===== src/rtl/mac_pkg.sv =====
`default_nettype none
// +--------------------------------------------------------------------------+
// | Package : mac_pkg                                                        |
// | Purpose : Shared defaults and the result quantizer for the MAC drain     |
// |           stage. quantize() rounds half up, arithmetic-shifts right and  |
// |           saturates to a signed out_w-bit range.                         |
// | Revision: 1.0  initial release                                           |
// +--------------------------------------------------------------------------+
package mac_pkg;

  localparam int c_acc_w_def = 32;
  localparam int c_out_w_def = 16;

  localparam logic signed [c_out_w_def-1:0] c_sat_max = 16'sh7FFF;
  localparam logic signed [c_out_w_def-1:0] c_sat_min = 16'sh8000;

  typedef struct packed {
    logic               sat;
    logic signed [63:0] value;
  } quant_t;

  // acc is the accumulator sign-extended to 64 bits, so the rounding add can
  // never overflow for any accumulator narrower than 64 bits.
  function automatic quant_t quantize(input logic signed [63:0] acc,
                                      input int unsigned        shift,
                                      input int unsigned        out_w);
    logic signed [63:0] rnd;
    logic signed [63:0] r;
    logic signed [63:0] hi;
    logic signed [63:0] lo;
    quant_t             q;
    rnd = (shift == 0) ? 64'sd0 : (64'sd1 <<< (shift - 32'd1));
    r   = (acc + rnd) >>> shift;
    hi  = (64'sd1 <<< (out_w - 32'd1)) - 64'sd1;
    lo  = -(64'sd1 <<< (out_w - 32'd1));
    q.sat = (r > hi) || (r < lo);
    if (r > hi) begin
      q.value = hi;
    end else if (r < lo) begin
      q.value = lo;
    end else begin
      q.value = r;
    end
    return q;
  endfunction

endpackage
`default_nettype wire


===== src/rtl/mac_result_drain_if.sv =====
`default_nettype none
// +--------------------------------------------------------------------------+
// | Interface : mac_result_drain_if                                          |
// | Purpose   : Accumulate-beat input handshake, quantized-result output     |
// |             handshake and status of the MAC result drain.                |
// | Ports     : acc_in/acc_valid/acc_ready - beat stream from the MAC        |
// |             mac_clear                  - zero the MAC at next edge       |
// |             out_data/out_valid/out_ready - result stream to consumer     |
// |             sat_flag, beat_cnt         - status                          |
// | Modports  : master - the drain stage; slave - MAC/consumer environment   |
// | Revision  : 1.0  initial release                                         |
// +--------------------------------------------------------------------------+
interface mac_result_drain_if #(
  parameter int ACC_W = 32,
  parameter int OUT_W = 16,
  parameter int LEN   = 4
);
  localparam int CNT_W = $clog2(LEN) + 1;

  logic [ACC_W-1:0] acc_in;
  logic             acc_valid;
  logic             acc_ready;
  logic             mac_clear;
  logic [OUT_W-1:0] out_data;
  logic             out_valid;
  logic             out_ready;
  logic             sat_flag;
  logic [CNT_W-1:0] beat_cnt;

  modport master (
    input  acc_in, acc_valid, out_ready,
    output acc_ready, mac_clear, out_data, out_valid, sat_flag, beat_cnt
  );

  modport slave (
    output acc_in, acc_valid, out_ready,
    input  acc_ready, mac_clear, out_data, out_valid, sat_flag, beat_cnt
  );

endinterface
`default_nettype wire


===== src/rtl/mac_skid_fifo2.sv =====
`default_nettype none
// +--------------------------------------------------------------------------+
// | Module  : mac_skid_fifo2                                                 |
// | Purpose : 2-entry in-order FIFO. Push and pop in the same cycle are both |
// |           performed, also when full. data_o is the head entry.           |
// | Ports   : clk, reset (async, active-low), push_i, pop_i, data_i,         |
// |           data_o, full_o, empty_o                                        |
// | Revision: 1.0  initial release                                           |
// +--------------------------------------------------------------------------+
module mac_skid_fifo2 #(
  parameter int W = 16
) (
  input  logic         clk,
  input  logic         reset,
  input  logic         push_i,
  input  logic         pop_i,
  input  logic [W-1:0] data_i,
  output logic [W-1:0] data_o,
  output logic         full_o,
  output logic         empty_o
);

  logic [1:0][W-1:0] mem_q, mem_d;
  logic              wr_ptr_q, wr_ptr_d;
  logic              rd_ptr_q, rd_ptr_d;
  logic [1:0]        count_q, count_d;
  logic              w_do_push;
  logic              w_do_pop;

  assign empty_o   = (count_q == 2'd0);
  assign full_o    = (count_q == 2'd2);
  assign w_do_pop  = pop_i && !empty_o;
  // When full, the slot being written is the head that is popped this cycle.
  assign w_do_push = push_i && (!full_o || w_do_pop);
  assign data_o    = mem_q[rd_ptr_q];

  always_comb begin
    mem_d    = mem_q;
    wr_ptr_d = wr_ptr_q;
    rd_ptr_d = rd_ptr_q;
    count_d  = count_q;
    if (w_do_push) begin
      mem_d[wr_ptr_q] = data_i;
      wr_ptr_d        = ~wr_ptr_q;
    end
    if (w_do_pop) begin
      rd_ptr_d = ~rd_ptr_q;
    end
    case ({w_do_push, w_do_pop})
      2'b10:   count_d = count_q + 2'd1;
      2'b01:   count_d = count_q - 2'd1;
      default: count_d = count_q;
    endcase
  end

  always_ff @(posedge clk or negedge reset) begin
    if (!reset) begin
      mem_q    <= '0;
      wr_ptr_q <= 1'b0;
      rd_ptr_q <= 1'b0;
      count_q  <= 2'd0;
    end else begin
      mem_q    <= mem_d;
      wr_ptr_q <= wr_ptr_d;
      rd_ptr_q <= rd_ptr_d;
      count_q  <= count_d;
    end
  end

endmodule
`default_nettype wire


===== src/rtl/mac_result_drain.sv =====
`default_nettype none
// +--------------------------------------------------------------------------+
// | Module  : mac_result_drain                                               |
// | Purpose : Counts MAC accumulate beats, captures the accumulator on every |
// |           LEN-th beat, rounds/shifts/saturates it to OUT_W bits and      |
// |           queues it in a 2-entry buffer. Pulses mac_clear on the last    |
// |           beat so the MAC restarts from zero.                            |
// | Ports   : clk    - rising-edge clock                                     |
// |           reset  - asynchronous, active-low reset                        |
// |           bus    - mac_result_drain_if.master (beats in, results out,    |
// |                    mac_clear, sat_flag, beat_cnt)                        |
// | Revision: 1.0  initial release                                           |
// +--------------------------------------------------------------------------+
module mac_result_drain
  import mac_pkg::*;
#(
  parameter int ACC_W = c_acc_w_def,
  parameter int OUT_W = c_out_w_def,
  parameter int SHIFT = 8,
  parameter int LEN   = 4
) (
  input  logic                   clk,
  input  logic                   reset,
  mac_result_drain_if.master     bus
);

  localparam int               CNT_W  = $clog2(LEN) + 1;
  localparam logic [CNT_W-1:0] c_last = CNT_W'(LEN - 1);

  logic [CNT_W-1:0] beat_cnt_q, beat_cnt_d;
  logic             sat_q, sat_d;

  logic             w_is_last;
  logic             w_full;
  logic             w_empty;
  logic             w_accept;
  logic             w_push;
  logic             w_pop;
  logic [63:0]      w_acc_ext;
  quant_t           w_quant;
  logic [OUT_W-1:0] w_quant_data;
  logic             w_unused_quant_hi;

  assign w_is_last = (beat_cnt_q == c_last);

  // Only a last beat into a full buffer with no pop this cycle can stall.
  assign bus.acc_ready = !(w_is_last && w_full && !bus.out_ready);

  // Gated by reset so mac_clear stays low while reset is asserted, even for
  // LEN==1 where every beat is a last beat.
  assign w_accept      = bus.acc_valid && bus.acc_ready && reset;
  assign w_push        = w_accept && w_is_last;
  assign w_pop         = !w_empty && bus.out_ready;
  assign bus.mac_clear = w_push;

  // Quantizer: sign-extend to 64 bits so the rounding add has headroom.
  assign w_acc_ext         = {{(64-ACC_W){bus.acc_in[ACC_W-1]}}, bus.acc_in};
  assign w_quant           = quantize($signed(w_acc_ext), SHIFT, OUT_W);
  assign w_quant_data      = w_quant.value[OUT_W-1:0];
  assign w_unused_quant_hi = ^w_quant.value[63:OUT_W];

  always_comb begin
    beat_cnt_d = beat_cnt_q;
    if (w_accept) begin
      beat_cnt_d = w_is_last ? '0 : beat_cnt_q + 1'b1;
    end
  end

  assign sat_d = sat_q | (w_push & w_quant.sat);

  always_ff @(posedge clk or negedge reset) begin
    if (!reset) begin
      beat_cnt_q <= '0;
      sat_q      <= 1'b0;
    end else begin
      beat_cnt_q <= beat_cnt_d;
      sat_q      <= sat_d;
    end
  end

  mac_skid_fifo2 #(
    .W (OUT_W)
  ) u_fifo (
    .clk     (clk),
    .reset   (reset),
    .push_i  (w_push),
    .pop_i   (w_pop),
    .data_i  (w_quant_data),
    .data_o  (bus.out_data),
    .full_o  (w_full),
    .empty_o (w_empty)
  );

  assign bus.out_valid = !w_empty;
  assign bus.sat_flag  = sat_q;
  assign bus.beat_cnt  = beat_cnt_q;

endmodule
`default_nettype wire

===== src/flat_wrapper.sv =====
// flat-port wrapper written by rule: the top's interface ports become plain ports
module mac_result_drain_flat import mac_pkg::*;
#(
  parameter int ACC_W = c_acc_w_def,
  parameter int OUT_W = c_out_w_def,
  parameter int SHIFT = 8,
  parameter int LEN   = 4
)
  (clk, reset, bus_acc_in, bus_acc_valid, bus_out_ready, bus_acc_ready, bus_mac_clear, bus_out_data, bus_out_valid, bus_sat_flag, bus_beat_cnt);
  mac_result_drain_if #(.ACC_W(ACC_W), .OUT_W(OUT_W), .LEN(LEN)) bus_i ();
  input  logic clk;
  input  logic reset;
  input wire logic [$bits(bus_i.acc_in)-1:0] bus_acc_in;
  input wire logic [$bits(bus_i.acc_valid)-1:0] bus_acc_valid;
  input wire logic [$bits(bus_i.out_ready)-1:0] bus_out_ready;
  output wire logic [$bits(bus_i.acc_ready)-1:0] bus_acc_ready;
  output wire logic [$bits(bus_i.mac_clear)-1:0] bus_mac_clear;
  output wire logic [$bits(bus_i.out_data)-1:0] bus_out_data;
  output wire logic [$bits(bus_i.out_valid)-1:0] bus_out_valid;
  output wire logic [$bits(bus_i.sat_flag)-1:0] bus_sat_flag;
  output wire logic [$bits(bus_i.beat_cnt)-1:0] bus_beat_cnt;
  assign bus_i.acc_in = bus_acc_in;
  assign bus_i.acc_valid = bus_acc_valid;
  assign bus_i.out_ready = bus_out_ready;
  assign bus_acc_ready = bus_i.acc_ready;
  assign bus_mac_clear = bus_i.mac_clear;
  assign bus_out_data = bus_i.out_data;
  assign bus_out_valid = bus_i.out_valid;
  assign bus_sat_flag = bus_i.sat_flag;
  assign bus_beat_cnt = bus_i.beat_cnt;
  mac_result_drain #(.ACC_W(ACC_W), .OUT_W(OUT_W), .SHIFT(SHIFT), .LEN(LEN)) u_core (.clk(clk), .reset(reset), .bus(bus_i));
endmodule

===== config.mk =====
export PLATFORM = sky130hd
export DESIGN_NAME = mac_result_drain_flat
export DESIGN_NICKNAME = d
export VERILOG_FILES = /design/src/rtl/mac_pkg.sv /design/src/rtl/mac_result_drain_if.sv /design/src/rtl/mac_skid_fifo2.sv /design/src/rtl/mac_result_drain.sv /design/src/flat_wrapper.sv
export SDC_FILE = /design/constraint.sdc
export NUM_CORES = 1
export LEC_CHECK = 0
export ABC_AREA = 1
export CORE_ASPECT_RATIO = 1.5
export CORE_MARGIN = 8
export CORE_UTILIZATION = 55
export CTS_CLUSTER_SIZE = 24
export DETAILED_ROUTE_END_ITERATION = 8
export PLACE_DENSITY = 0.86
export SKIP_CTS_REPAIR_TIMING = 1
export SLEW_MARGIN = 5
export SYNTH_ARGS = -nofsm -noshare
export SYNTH_HDL_FRONTEND = slang
export SYNTH_SLANG_ARGS = --single-unit

===== constraint.sdc =====
create_clock -name clk -period 3.9 [get_ports clk]
set_input_delay 0.78 -clock clk [delete_from_list [all_inputs] [get_ports clk]]
set_output_delay 0.78 -clock clk [all_outputs]
set_load 0.02 [all_outputs]

Yosys cells after proc, flatten, opt, wreduce, memory -nomap -nowiden

Index checks and enable logic that the tools add are counted.

Flip-flop bits (word level): 40
Bits of input ports: 36
Logic and storage cells: 50

Add/subtract/negate cells: 4
Magnitude comparators: 5
Equal/unequal tests: 4
Muxes and demuxes: 9
Bitwise operators: 4
Reductions and logical operators: 17

Operators with widths:

| cell                                                                               | count |
|---|---|
| 16-bit 2-to-1 mux                                                                  | 5 |
| 32-bit by 9-bit adder with 33-bit output (second input constant)                   | 1 |
| 32-bit bitwise mux                                                                 | 1 |
| 25-bit by 16-bit greater-than comparator with 1-bit output (second input constant) | 1 |
| 25-bit by 16-bit less-than comparator with 1-bit output (second input constant)    | 1 |
| 16-bit demux with 1-bit select                                                     | 1 |
| 1-bit logical AND                                                                  | 9 |
| 2-bit == test (second input constant)                                              | 2 |
| 1-bit zero test                                                                    | 4 |
| 1-bit by 2-bit less-than comparator with 1-bit output (second input constant)      | 2 |
| 2-bit one-hot mux with 2 select lines                                              | 1 |
| 3-bit by 1-bit adder with 3-bit output (second input constant)                     | 1 |
| 3-bit by 2-bit == test with 1-bit output (second input constant)                   | 1 |
| 3-bit 2-to-1 mux                                                                   | 1 |
| 2-bit by 1-bit adder with 2-bit output (second input constant)                     | 1 |
| 2-bit by 1-bit == test with 1-bit output (second input constant)                   | 1 |
| 2-bit zero test                                                                    | 1 |
| 1-bit logical OR                                                                   | 2 |
| 1-bit inverter                                                                     | 2 |
| 2-bit nonzero test                                                                 | 1 |
| 2-bit by 1-bit subtractor with 2-bit output (second input constant)                | 1 |
| 1-bit AND                                                                          | 1 |
| 1-bit greater-or-equal comparator (second input constant)                          | 1 |
| 1-bit OR                                                                           | 1 |

Longest topological paths before layout

Gate-level depths: netlist (run 1).

Word-level depth: 10
Depth in mapped cells: 17
Depth with buffers taken out: 16

By module

Synthesis (run 1) repeated with hierarchy kept, for this count alone.

Cell total of the unflattened synthesis: 445
Area, all modules: 2985.4 sq um

Modules (own cells, without submodules):

| module           | instances | cells each | area an instance (sq um) | sequential area each (sq um) |
|---|---|---|---|---|
| mac_skid_fifo2   | 1         | 220        | 1769.2                   | 900.9 |
| mac_result_drain | 1         | 225        | 1216.2                   | 100.1 |

Worst setup path after synthesis (run 1)

No wires, ideal clock.

Path kind: input to output
From: input port bus_out_ready
To: output port bus_mac_clear
Data arrival time: 1.548 ns
Data required time: 3.120 ns
Path slack: 1.572 ns
Stages: 6
Cells stage by stage: nor3_1 nand2_1 nand2_1 inv_1 nand2_1 inv_1

Longest elaborated chain between the ends: 6

RTL lines:

| element                         | RTL line               | RTL |
|---|---|---|
| start: declaration              | flat_wrapper.sv:15     | `input wire logic [$bits(bus_i.out_ready)-1:0] bus_out_ready;` |
| 1-bit zero test                 | mac_result_drain.sv:47 | `assign bus.acc_ready = !(w_is_last && w_full && !bus.out_ready);` |
| 1-bit logical AND               | mac_result_drain.sv:47 |  |
| 1-bit zero test                 | mac_result_drain.sv:47 |  |
| via bus_acc_ready               | flat_wrapper.sv:16     | `output wire logic [$bits(bus_i.acc_ready)-1:0] bus_acc_ready;` |
| 1-bit logical AND (2 in series) | mac_result_drain.sv:51 | `assign w_accept = bus.acc_valid && bus.acc_ready && reset;` |
| 1-bit logical AND               | mac_result_drain.sv:52 | `assign w_push = w_accept && w_is_last;` |
| end: declaration                | flat_wrapper.sv:17     | `output wire logic [$bits(bus_i.mac_clear)-1:0] bus_mac_clear;` |

The timed path passes the listed nets, and every way through them passes these cells.

Worst setup path after layout (run 1)

From: input port bus_out_ready
To: output port bus_mac_clear

Longest elaborated chain between the ends: 6

RTL lines:

| element                         | RTL line |
|---|---|
| 1-bit zero test                 | mac_result_drain.sv:47 |
| 1-bit logical AND               | mac_result_drain.sv:47 |
| 1-bit zero test                 | mac_result_drain.sv:47 |
| 1-bit logical AND (2 in series) | mac_result_drain.sv:51 |
| 1-bit logical AND               | mac_result_drain.sv:52 |

No other way between the ends.

==> metrics, run 1 <==
Comb pwr share=approximately 45%; clock share of power=~15%; Top Ports=59; Internal Power=between 0.001 and 0.0015 W; Initial DRC Count=about 160; NetSw=around 0.00071 W; Worst Path Arrival=approximately 2.5 ns; Die Y-Extent=roughly 100 um; Antenna Nets Post-Route=0; CP Launch Type=input pin; die width=between 70 and 80 um; crit path time final=roughly 3.3 ns; CP Max Fanout=4; endpoints failing setup=0; Worst Max-Slew Pin Slew=roughly 0.61 ns; Crit Reg-Reg Endpoint=u_core.u_fifo.mem_q[3]$_DFFE_PN0P_; switching portion of total power=between 30% and 40%; average cell area after synthesis=6.61 um2; worst skew pair latency=slightly below 0.3 ns; Async SR Flop Fraction=between 90% and 100%; CTS Sinks=40; RR Startpoint=u_core.bus.beat_cnt[0]$_DFFE_PN0P_; cell area after layout=around 3400 um2; Final period util=between 80 and 90%; leakage dissipation=~1.8 nW; vias per cell=just under 5; yosys warns=0; vias in the first global route=2,543; n_diodes=0; cell repeated most along the worst path=nand2_1; gr ovfl total=0; highest clock rate=303 MHz; slowest stage delay, CP=around 0.54 ns; final WL=6330 um; DP Worst Slack=between 0.6 and 0.7 ns; Critical Path RT=roughly 3.1 ns; initial antenna violation count=0; Nets=506; Pre-antenna DRT Iters=4; number of flops mapped to enable cells by yosys=0; Hold Crit Class=register to register; WHS Endpoint=u_core.bus.sat_flag$_DFF_PN0_; outcome=complete, no violations; Peak VDD IR=0.207 mV; R2R depth=12; first-pass GRT wire length=~11,000 um; site row count=31; Max Slew Vio Count=0; final setup margin=~0.60 ns; Total GRT Usage=17.9%; port bufs=between 50 and 60; Crit Path Class=input pin to output pin; CTS H-tree lvls=2; largest net degree at the start of global routing=41; normalized max-slew margin=59.1%; min-delay src=u_core.bus.sat_flag$_DFF_PN0_; HPWL after detailed placement=a little over 5000 um; total number of vias=2,645; TritonCTS Buffers=5; WL per Instance=approximately 12 um; Remaining DRCs=0; mapped cell area=about 2700 um2; #FFs+latches synth=40; worst reg2reg setup slack=between 1.5 and 2 ns; area grow syn2layout=23.4%; CP Cell Sequence=clkdlybuf4s50_1 -> nor3_1 -> nand2_1 -> nand2_1 -> inv_1 -> nand2_1 -> inv_1 -> clkdlybuf4s50_1; layout cells sized above 1=around a tenth; Net Count, Synth=around 450; RSZ-0062 raised after global routing=no; Hold Path Stages=2; die area=7550 um2; Setup crit end kind=output pin; synth unique cells=29; crit path buf inv count=4; post-synthesis sequential area ratio=36.5%; Fin Setup TNS=0 ns; Clock Pin Slew Worst Setup and Hold Paths=0.07 ns; dpl cell area=between 3000 and 4000 um2; clk_skew=around 0.0056 ns; Mapped Cells=415; Hold Fails Final Rpt=0; Max Cap Violations=0; CTS Buffer Depth=2; cell family with most CP delay=buffers and inverters; Reg power frac=between 30% and 40%; core box area=between 4000 and 5000 um2; CTS tree=done; slowest cell on the critical path=clkdlybuf4s50_1; Starting Density=57.0%; Main synth FF type=dfrtp_1; global placer's final weighted congestion=about 0.91; PwrDens=around 530 nW/um2; Clock Tree Root=clkbuf_8
[logic make-up after synthesis]
| group | synth area share (%) |
|---|---|
| xor gates and xnor gates | 6.39 |
| and+or+nand+nor | 47.6 |
| DFF | 36.5 |
| adders and majority gates | 1.37 |
| buffers and inverters | 6.57 |
| AOI/OAI and AO/OA | 1.60 |
[Yosys cell counts (all sizes together), types with 3 or more instances]
cell type | instances | share of area (%)
inv | 31 | 4.2
clkbuf | 5 | 0.68
buf | 4 | 1.5
xnor2 | 8 | 2.6
xor2 | 12 | 3.8
nand3b | 4 | 1.2
nand3 | 12 | 2.6
nor3 | 3 | 0.73
nor2 | 35 | 6.1
ha | 3 | 1.4
nand2 | 245 | 36
dfrtp | 40 | 36
o21ai | 4 | 0.73
[power by group through the flow]
stage	registers (W)	clock network (W)	logic, W
floorplan	0.000685	0	0.000501
global placement	0.000710	0	0.000805
detailed placement	0.000722	0	0.000824
CTS	0.000715	0.000282	0.000827
global route	0.000735	0.000294	0.000896
finish	0.000714	0.000276	0.000814
[how the worst max path moves through the flow]
stage          depth (start not counted)                                  end  slack (ns)          start
6_report                               8                        bus_mac_clear        0.60  bus_out_ready
2_1_floorplan                          6                        bus_mac_clear        1.57  bus_out_ready
3_3_place_gp                          14  u_core.u_fifo.mem_q[26]$_DFFE_PN0P_        0.67  bus_acc_in[7]
5_1_grt                                8                        bus_mac_clear        0.49  bus_out_ready
3_5_place_dp                          14  u_core.u_fifo.mem_q[26]$_DFFE_PN0P_        0.62  bus_acc_in[7]
4_1_cts                                8                        bus_mac_clear        0.61  bus_out_ready
[per-stage QoR]
step | utilization (%) | power [W] | std cells | hold WS [ns]
floorplan | - | 0.00119 | 415 | 0.449
global placement | 68.5 | 0.00151 | 526 | 0.447
detailed placement | 68.5 | 0.00155 | 526 | 0.448
CTS | 70.4 | 0.00182 | 534 | 0.467
global route | 70.4 | 0.00192 | 534 | 0.509
finish | 70.4 | 0.00180 | 534 | 0.466
[state kept, by name, indices dropped and copies added (netlist names)]
name,cells
u_core.u_fifo.mem_q,32
u_core.bus.beat_cnt,3
u_core.u_fifo.count_q,2
u_core.bus.sat_flag,1
u_core.u_fifo.rd_ptr_q,1
u_core.u_fifo.wr_ptr_q,1
[per-layer routing]
layer | vias to the layer above | share of wire, % | track usage [%]
li1 | 1346 | - | -
met1 | 1195 | 38 | 18.2
met2 | 88 | 53 | 33.8
met3 | 16 | 5.2 | 2.16
met4 | 0 | 3.8 | 9.89
met5 | - | 0 | 0
[cells in the final DEF, fill, tap and decap left out, types with 6 or more instances in the layout]
master	count
xor2_1	12
clkdlybuf4s50_1	50
xnor2_1	8
inv_1	31
dfrtp_1	40
nand2_2	22
nor2_1	27
clkbuf_8	6
nand2_1	221
nand3_1	10
[layout make-up]
type	count	area [um2]
clock inverters	2	10.0
clock buffers	6	82.6
fillers	448	1420
well taps	66	82.6
inverters	32	120
repair buffers	54	528
multi-input cells	334	1560
flip-flops and latches	40	1000
[worst register-to-register path, stage by stage, from the launching register on]
cell and delay [ns]:
dfrtp_1 0.41, ha_1 0.23, nand2_1 0.07, inv_1 0.06, nand2_1 0.09, nand2_1 0.09
inv_1 0.10, nand2_1 0.12, nor2_2 0.10, buf_4 0.23, inv_1 0.27, nand2_1 0.14
nand2_1 0.06
(Power assumes the default switching activity.)
==> run 2: changes to the inputs <==
Settings changed: CORE_UTILIZATION 55 to 51, PLACE_DENSITY 0.86 to 0.8.
Clock period 3.9 ns to 3.4 ns, I/O delays scaled along.
==> run 2 against run 1 <==
Net effect:
- first-iteration DRC count fell by 5.0%
- hold slack got worse by 0.0016 ns
- sequential share of layout area fell by 0.13 points
- non-clock buffer count rose by 2
- combinational power rose by 21%
- via count fell by 2.2%
- largest power group unchanged
- cell count rose by 0.75%
- setup slack got worse by 0.22 ns
- highest routed layer unchanged
==> metrics, run 2 (synthesized netlist as in run 1, its figures left out) <==
leakage dissipation=around 1.8 nW; Total GRT Usage=between 10% and 20%; HPWL after detailed placement=~5300 um; Starting Density=between 50% and 60%; outcome=complete, no violations; worst skew pair latency=between 0.2 and 0.3 ns; Die Y-Extent=106 um; cell family with most CP delay=buffers and inverters; slowest cell on the critical path=clkdlybuf4s50_1; max FFs per register=32; CTS Buffer Depth=2; TritonCTS Buffers=5; commonest non-fill, non-tap cell in the layout=nand2_1; Final period util=just under 90%; layout cells sized above 1=10.4%; Clock Tree Root=clkbuf_8; clk_skew=around 0.0055 ns; initial antenna violation count=0; CTS Sinks=40; Setup crit end kind=output pin; slowest stage delay, CP=0.54 ns; Fin Setup TNS=0 ns; PwrDens=around 600 nW/um2; Initial DRC Count=153; Worst Path Arrival=roughly 2.3 ns; Setup crit start=bus_out_ready; min-delay src=u_core.bus.sat_flag$_DFF_PN0_; Max Cap Violations=0; CP Max Fanout=4; area grow syn2layout=24.0%; first-pass GRT wire length=approximately 12,000 um; CP Cell Sequence=clkdlybuf4s50_1 -> nor3_1 -> nand2_1 -> nand2_1 -> inv_1 -> nand2_1 -> inv_1 -> clkdlybuf4s50_1; CTS H-tree lvls=2; Pre-antenna DRT Iters=4; normalized max-slew margin=50.9%; WL per Instance=about 12 um; Biggest register=u_core.u_fifo.mem_q; port bufs=51; crit path time final=around 3.0 ns; site row count=32; Top Ports=slightly below 60; vias per cell=4.81; CTS tree=done; global placer's final weighted congestion=around 0.94; met1 Resource Use GR=between 20% and 30%; gr busiest metal=met2; endpoints failing setup=0; Hold Fails Final Rpt=0; core box area=between 5000 and 6000 um2; gr ovfl total=0; largest net degree at the start of global routing=just over 40; CP Launch Type=input pin; crit path buf inv count=4; total number of vias=around 2,600; most frequent cells in the layout=221 x nand2_1, 50 x clkdlybuf4s50_1, 40 x dfrtp_1; die area=8030 um2; post-layout util=65.8%; vias in the first global route=around 2,600; Post-Place Cells=530; Critical Path RT=2.72 ns; Peak VDD IR=between 0.2 and 0.25 mV; n_diodes=0; Clock Pin Slew Worst Setup and Hold Paths=approximately 0.07 ns; met3 Resource Use GR=around 2.5%; RSZ-0062 raised after global routing=no; M2 GR Usage=31.0%; non-filler cells in the finished layout=between 500 and 600; cell repeated most along the worst path=nand2_1; RR Startpoint=u_core.bus.beat_cnt[0]$_DFFE_PN0P_; highest clock rate=331 MHz; Nets=508; Crit Path Class=input pin to output pin; die width=between 70 and 80 um; final WL=about 6600 um; Antenna Nets Post-Route=0; Max Slew Vio Count=0; Hold Crit Class=register to register; Worst Max-Slew Pin Slew=0.736 ns; Remaining DRCs=0
## run 2: changes by cell type in the layout (fill, tap and decap cells not counted)
cell / delta
buf_4: +2
clkbuf_1: +2
clkinv_2: -2
## run 2: path summary, 6_finish.rpt
path                       slack, ns  cells past startpoint                                   end
max                             0.38                      8                         bus_mac_clear
min in group asynchronous       0.47                      2  u_core.u_fifo.count_q[0]$_DFFE_PN0P_
min reg2reg                     0.46                      2         u_core.bus.sat_flag$_DFF_PN0_
max reg2reg                     0.87                     11    u_core.u_fifo.mem_q[5]$_DFFE_PN0P_
min                             0.46                      2         u_core.bus.sat_flag$_DFF_PN0_
max in group asynchronous       2.57                      2   u_core.u_fifo.mem_q[26]$_DFFE_PN0P_
## run 2: metal layers
| metal | part of all wire (%) | wire (um) | vias to the layer above |
|---|---|---|---|
| li1 | - | - | 1354 |
| met4 | 4.1 | 270 | 0 |
| met5 | 0 | 0 | - |
| met2 | 51 | 3400 | 62 |
| met3 | 4.2 | 276 | 18 |
| met1 | 40 | 2670 | 1152 |
## run 2: power breakdown
part	switching [W]	internal (W)
logic	0.000546	0.000441
registers	0.000110	0.000675
clock network	0.000153	0.000165
## run 2: layout make-up
| type | instances | area (um2) |
|---|---|---|
| flip-flops and latches | 40 | 1000 |
| multi-input cells | 334 | 1560 |
| repair buffers | 56 | 543 |
| inverters | 32 | 120 |
| well taps | 68 | 85.1 |
| fillers | 481 | 1760 |
| clock buffers | 8 | 90.1 |
## run 2: stage by stage
stage          area (um2)  hold slack (ns)  setup WS, ns  total power, W
4_1_cts              3400            0.468         0.348         0.00211
3_5_place_dp         3310            0.450         0.169         0.00179
6_report             3400            0.465         0.381         0.00209
2_1_floorplan        2740            0.384          1.19         0.00136
5_1_grt              3400            0.484         0.223         0.00223
3_3_place_gp         3310            0.446         0.249         0.00176
## run 2: worst min-delay path: stages (launching register included)
cell     delay [ns]
dfrtp_1        0.35
inv_1          0.04
nand2_1        0.05
==> run 3: changes to the inputs <==
Settings changed: GPL_TIMING_DRIVEN from default to 1.
==> results of run 3 <==
Final layout, timing and power as in run 2 (identical DEF).
